<file path="src/rtl/ttl_oc_bus_arbiter.sv">
// ttl_oc_bus_arbiter: round-robin owner of one shared open-collector line with turnaround gap.
// Define TTL_ARB_TIMEOUT_EN to force release after MAX_HOLD grant cycles (tmo pulse).
module ttl_oc_bus_arbiter #(
    parameter int N_REQ    = 4,
    parameter int TURN_CYC = 1,
    parameter int MAX_HOLD = 15
) (
    input  logic             clk,
    input  logic             rst,
    input  logic [N_REQ-1:0] req_i,
    input  logic [N_REQ-1:0] done_i,
    output logic [N_REQ-1:0] gnt_o,
    output logic [1:0]       owner_o,
    output logic             busy_o,
    output logic             turn_o,
    output logic             tmo_o
);
    localparam logic [1:0] IDLE  = 2'd0;
    localparam logic [1:0] GRANT = 2'd1;
    localparam logic [1:0] TURN  = 2'd2;

    if (N_REQ != 4 || TURN_CYC < 1 || TURN_CYC > 3 || MAX_HOLD < 1 || MAX_HOLD > 15) begin : g_bad_param
        $error("ttl_oc_bus_arbiter: illegal parameter value");
    end

    logic [1:0]       state_q, state_d, ptr_q, ptr_d, owner_q, owner_d, tcnt_q, tcnt_d;
    logic [1:0]       sel, idx;
    logic [N_REQ-1:0] gnt_q, gnt_d;
    logic             busy_q, busy_d, turn_q, turn_d, tmo_q, tmo_d;
    logic             found, norm_rel, to_hit;

`ifdef TTL_ARB_TIMEOUT_EN
    logic [3:0] hold_q, hold_d;
    assign hold_d = (state_q == GRANT) ? hold_q + 4'd1 : 4'd0;
    assign to_hit = (state_q == GRANT) && (hold_q == 4'(MAX_HOLD - 1));
    always_ff @(posedge clk) begin
        if (rst) hold_q <= 4'd0;
        else     hold_q <= hold_d;
    end
`else
    assign to_hit = 1'b0;
`endif

    // Scan downward so the last hit, nearest to ptr, wins.
    always_comb begin
        sel   = 2'd0;
        idx   = 2'd0;
        found = 1'b0;
        for (int k = N_REQ - 1; k >= 0; k--) begin
            idx = ptr_q + 2'(k);
            if (req_i[idx]) begin
                sel   = idx;
                found = 1'b1;
            end
        end
    end

    assign norm_rel = done_i[owner_q] | ~req_i[owner_q];

    always_comb begin
        state_d = state_q;
        ptr_d   = ptr_q;
        owner_d = owner_q;
        gnt_d   = gnt_q;
        busy_d  = busy_q;
        turn_d  = turn_q;
        tcnt_d  = tcnt_q;
        tmo_d   = 1'b0;
        case (state_q)
            IDLE: if (found) begin
                state_d = GRANT;
                gnt_d   = N_REQ'(1) << sel;
                owner_d = sel;
                busy_d  = 1'b1;
            end
            GRANT: if (norm_rel | to_hit) begin
                state_d = TURN;
                gnt_d   = '0;
                busy_d  = 1'b0;
                turn_d  = 1'b1;
                tcnt_d  = 2'd0;
                ptr_d   = owner_q + 2'd1;
                tmo_d   = to_hit & ~norm_rel;
            end
            TURN: if (tcnt_q == 2'(TURN_CYC - 1)) begin
                state_d = IDLE;
                turn_d  = 1'b0;
            end else begin
                tcnt_d  = tcnt_q + 2'd1;
            end
            default: state_d = IDLE;
        endcase
    end

    always_ff @(posedge clk) begin
        if (rst) begin
            state_q <= IDLE;
            ptr_q   <= 2'd0;
            owner_q <= 2'd0;
            gnt_q   <= '0;
            busy_q  <= 1'b0;
            turn_q  <= 1'b0;
            tcnt_q  <= 2'd0;
            tmo_q   <= 1'b0;
        end else begin
            state_q <= state_d;
            ptr_q   <= ptr_d;
            owner_q <= owner_d;
            gnt_q   <= gnt_d;
            busy_q  <= busy_d;
            turn_q  <= turn_d;
            tcnt_q  <= tcnt_d;
            tmo_q   <= tmo_d;
        end
    end

    assign gnt_o   = gnt_q;
    assign owner_o = owner_q;
    assign busy_o  = busy_q;
    assign turn_o  = turn_q;
    assign tmo_o   = tmo_q;
endmodule
</file>
<file path="config.mk">
export PLATFORM = sky130hd
export DESIGN_NAME = ttl_oc_bus_arbiter
export DESIGN_NICKNAME = d
export VERILOG_FILES = /design/src/rtl/ttl_oc_bus_arbiter.sv
export SDC_FILE = /design/constraint.sdc
export NUM_CORES = 1
export LEC_CHECK = 0
export BUFFER_PORTS_ARGS = -buffer_cell sky130_fd_sc_hd__buf_2
export CELL_PAD_IN_SITES_DETAIL_PLACEMENT = 0
export CELL_PAD_IN_SITES_GLOBAL_PLACEMENT = 1
export CORE_AREA = 10 10 55 57
export CTS_CLUSTER_DIAMETER = 80
export DETAILED_ROUTE_END_ITERATION = 7
export DIE_AREA = 0 0 65 67
export PLACE_DENSITY = 0.79
export SYNTH_ARGS = -nofsm -noshare
export SYNTH_HDL_FRONTEND = slang
export SYNTH_SLANG_ARGS = --single-unit
</file>
<file path="constraint.sdc">
create_clock -name clk -period 4.15 [get_ports clk]
set_clock_uncertainty 0.2 [all_clocks]
set_input_delay 0.83 -clock clk [delete_from_list [all_inputs] [get_ports clk]]
set_output_delay 0.83 -clock clk [all_outputs]
set_load 0.02 [all_outputs]
</file>
=== Word level (Yosys, flattened, before mapping) ===
Index checks and enable logic that the tools add are counted.
W data, S select, Z words.

* Bits in registers: 14
* Bits in latches: 0
* RAM bits: 0
* ROM bits: 0
* Input port bits: 10
* Output and inout bits: 9
* Logic and storage cells: 72
* Memories kept: 0

* $add $sub $neg: 5
* $mul: 0
* Divide/modulo/power cells: 0
* Order comparisons: 5
* Equality and inequality tests: 6
* Shifts and indexed selects: 1
* Multiplexer cells: 36
* Bitwise logic cells: 2
* Reductions and logical operators: 10

{| class="wikitable"
|+ Operator list
! operator !! count
|-
| $mux W2 || 9
|-
| $lt A2 B3 Y1 const B || 5
|-
| $mux W1 || 14
|-
| $bmux W1 S2 || 6
|-
| $reduce_and A3 Y1 || 4
|-
| $mux W4 || 2
|-
| $ne A2 B2 Y1 const B || 4
|-
| $pmux W4 S2 || 1
|-
| $add A2 B1 Y2 const B || 3
|-
| $pmux W2 S3 || 1
|-
| $add A2 B2 Y2 const B || 2
|-
| $logic_not A2 Y1 || 2
|-
| $pmux W1 S2 || 2
|-
| $pmux W2 S2 || 1
|-
| $reduce_and A2 Y1 || 2
|-
| $reduce_bool A2 Y1 || 2
|-
| $shl A1 B2 Y4 const A || 1
|-
| $eq A2 B1 Y1 const B || 1
|-
| $eq A2 B2 Y1 const B || 1
|-
| $not A1 Y1 || 1
|-
| $or A1 B1 Y1 || 1
|}

=== Logic depth before layout (Yosys ltp) ===
* Depth after elaboration: 10
* Gate-level depth with buffers: 5
* Gate-level depth less buffers: 5

=== Least setup slack after synthesis ===
Ideal clock, no wire load.

* Path kind: input to register
* Start point: input done_i[1]
* End point: register ptr_q[1]
* Library setup time: 0.079 ns
* Arrival time: 2.015 ns
* Data required time: 3.871 ns
* Setup slack: 1.856 ns
* Cell stages on the path: 4
* Cell sequence: and4bb_1 -> or4_4 -> or2_4 -> a211oi_2

* Longest elaborated chain between the ends: 4

{| class="wikitable"
|+ Ends and longest elaborated chain
! item !! line !! source
|-
| start: declaration || 11 || <nowiki>input logic [N_REQ-1:0] done_i,</nowiki>
|-
| $bmux W1 S2 || 58 || <nowiki>assign norm_rel = done_i[owner_q] | ~req_i[owner_q];</nowiki>
|-
| $mux W1 (implied by the code) || 58 ||
|-
| $or A1 B1 Y1 || 58 ||
|-
| $reduce_and A2 Y1 (no line) || -- ||
|-
| end signal: assignment || 107 || <nowiki>ptr_q <= ptr_d;</nowiki>
|-
| end: declaration || 26 || <nowiki>logic [1:0] state_q, state_d, ptr_q, ptr_d, owner_q, owner_d, tcnt_q, tcnt_d;</nowiki>
|}

Every way passes these cells. The select of a mux whose other input is x is not followed.
A chain may end at the register's enable or synchronous reset.

=== Worst setup path after layout ===
* Start point: input req_i[3]
* End point: register gnt_q[0], in the netlist gnt_o[0]

* Longest elaborated chain between the ends: 9

{| class="wikitable"
|+ Ends and longest elaborated chain
! item !! line !! source
|-
| start: declaration || 10 || <nowiki>input logic [N_REQ-1:0] req_i,</nowiki>
|-
| $bmux W1 S2 || 51 || <nowiki>if (req_i[idx]) begin</nowiki>
|-
| $mux W1 (implied by the code) || 51 ||
|-
| $mux W2 (4 in a row) || 51 ||
|-
| $shl A1 B2 Y4 || 72 || <nowiki>gnt_d = N_REQ'(1) << sel;</nowiki>
|-
| $mux W4 || 70 || <nowiki>IDLE: if (found) begin</nowiki>
|-
| $pmux W4 S2 || 69 || <nowiki>case (state_q)</nowiki>
|-
| end signal: assignment || 109 || <nowiki>gnt_q <= gnt_d;</nowiki>
|-
| end: declaration || 28 || <nowiki>logic [N_REQ-1:0] gnt_q, gnt_d;</nowiki>
|}

Parallel ways exist; a longest one is shown, timed or not. The select of a mux whose other input is x is not followed.

==> reports/summary.txt <==
outcome: complete, no violations
Mapped Area: 744 sq um
drt drc: 0
vias in the first global route: 626
area fraction of the dominant cell type after synthesis: 37.6%
Slowest cell on crit path: or4_4
RSZ-0062 raised after global routing: false
htree depth: 1
Max VDD drop: 0.168 mV
Syn Inst Count: 83
cell row count: 16
Arrival @ worst endpoint: 2.20 ns
diodes inserted: 0
placed wire-length estimate: 1350 um
P_sw: 0.000124 W
Die X: 65 um
largest net degree at the start of global routing: 21
pwr/cell area: 422 nW/um^2
via count: 656
critical path's top delay family: simple AND/OR/NAND/NOR gates
Max-Cap Viols: 0
Lkg Pwr: 0.348 nW
reg2reg end: gnt_o[0]
Net Sw Frac: 33.4%
WL final: 1790 um
CTS tree: done
Inserted Clock Buffers: 3
initial antenna violation count: 0
critical path type: in2reg
Die Span Y: 67 um
PortBufs: 17
min-delay src: turn_o
core area: 1940 sq um
f_max: 445 MHz
Post-CTS Repair Setup Buffers: 0
Worst EP required: 4.10 ns
Max FO, Critical Path: 6
first drt pass iteration count: 2
# clock sinks: 14
Area Growth Syn to Fin: 18.3%
Synth area leaders: dfxtp_1, nand3b_1, o32ai_1, nor2b_1, a21oi_1
crit start category: input pin
crit path time final: 2.25 ns
top-level port count: 19
buffers plus inverters on the worst setup path: 1
share of total power in sequential cells: 44.9%
Final period util: 54.2%
wire length on met1: 884 um
R2R Path Start: owner_o[1]
Avg Inst Size Synth: 8.97 sq um
register bit count reported by yosys: 14
R2R depth: 4
Final setup viols: 0
Pint: 0.000248 W
asr flop ratio synth: 0%
Hold Path Depth: 2
setup TNS: 0 ns
total gr overflow: 0
Synth area leader: dfxtp_1
Worst-Margin Slew: 0.724 ns
EDFF count, synth: 0
Worst-path clk slew: 0.09 ns
Post-DRT Antenna Nets: 0
NumNets Final: 112
CP Capture Type: flop
flop-to-flop setup slack: 2.12 ns
Commonest cells post-synth: dfxtp_1, nand3b_1, a21oi_1
WL met2: 819 um
share of total power in the clock network: 26.9%
worst hold path endpoint: turn_o
root buf cell: clkbuf_4
part of the power in combinational logic: 28.2%
DR iter-0 viols: 13
final hold violations: 0
Final Util: 45.4%
CP max stage delay: 0.57 ns
highest routed layer: met4
global router's overall resource usage: 8.42%
class of the worst hold path: reg2reg
Worst slew margin: 51.2%
hold bufs inserted after CTS: 0
clk_lat worst skew: 0.28 ns
vias per inst: 5.17
ys flop type: dfxtp_1
wire per inst: 14.1 um
CTS max path bufs: 2
post-synth cell types: 34
post-synthesis net count: 94
Die Area: 4360 sq um
Max Transition Viols Final: 0
yosys warns: 0
GPL Wtd Cong: 0.762
crit path cell chain: buf_2, and4b_1, or4_4, nor2_1, o32ai_1
Seq/Total Area, Yosys: 37.6%
initial core utilization: 38.3%
Post-CTS Resized: 0
count leader, synth: dfxtp_1
global-route wire length before repair: 2900 um
met3 routed WL: 45 um
proportion of layout cells with a drive suffix above 1: 26.0%
## kinds of logic (layout without fill, tap and decap cells)
logic type      Yosys count  count (layout)  share of synthesized area, %
xor+xnor                  1               1                          1.18
other cells               1               1                         0.504
flops                    14              14                          37.6
buf+inv                   8              25                          4.54
compound gates           24              24                          22.5
simple gates             34              34                          31.9
fa+ha+maj                 1               1                          1.68
## worst register-to-register path, cell delays in order, from the launching register on
cell	delay [ns]
dfxtp_1	0.45
and4bb_1	0.21
or4_4	0.55
nor2_1	0.35
o32ai_1	0.14
## state kept, by name (all words and copies together) (netlist names)
name     count
ptr_q        2
turn_o       1
gnt_o        4
busy_o       1
state_q      2
tcnt_q       2
owner_o      2
## layout make-up
cell class / count / area (sq um)
clock buffers: 4 / 36.3
fillers: 211 / 1060
inverters: 4 / 15.0
multi-input cells: 61 / 430
flip-flops and latches: 14 / 280
well taps: 27 / 33.8
repair buffers: 17 / 85.1
## worst max path at each step
stage	slack [ns]	end	cells after the start	start
finish	1.90	gnt_o[0]	5	req_i[3]
floorplan	1.86	ptr_q[1]	4	done_i[1]
global placement	1.65	gnt_o[3]	5	req_i[3]
global route	1.79	gnt_o[0]	5	req_i[3]
detailed placement	1.61	gnt_o[0]	5	req_i[3]
CTS	1.92	gnt_o[0]	5	req_i[3]
## layer usage
layer  vias to the layer above  global-route usage [%]
met1                       297                    9.90
met4                         0                    4.81
met3                         5                    2.17
met2                         9                    13.5
met5                         -                       0
li1                        345                       -
## power groups by stage
stage / Clock (W) / Sequential [W] / Combinational, W
after global placement: 0 / 0.000169 / 0.000105
after global routing: 0.000106 / 0.000170 / 0.000118
after detailed placement: 0 / 0.000170 / 0.000106
after floorplan: 0 / 0.000180 / 0.0000641
final: 0.0000999 / 0.000167 / 0.000105
after CTS: 0.000103 / 0.000167 / 0.000107
## through the flow
| step | setup WS (ns) | instance area, sq um | hold WS [ns] | total power [W] | std cells |
|---|---|---|---|---|---|
| final | 1.90 | 881 | 0.253 | 0.000372 | 127 |
| after global routing | 1.79 | 881 | 0.278 | 0.000394 | 127 |
| after detailed placement | 1.61 | 845 | 0.246 | 0.000276 | 123 |
| after CTS | 1.92 | 881 | 0.258 | 0.000376 | 127 |
| after global placement | 1.65 | 845 | 0.241 | 0.000275 | 123 |
| after floorplan | 1.86 | 744 | 0.267 | 0.000244 | 83 |
## layout by cell type, fill, tap and decap left out, types with 3 or more instances in the layout
cell type	instances
buf_2	17
dfxtp_1	14
nand3b_1	7
a21oi_1	6
o21ai_0	5
nor2b_1	5
o32ai_1	5
inv_1	4
nand2_1	3
nor3_1	3
clkbuf_4	3
No activity file was read; power rests on OpenSTA's default activity.
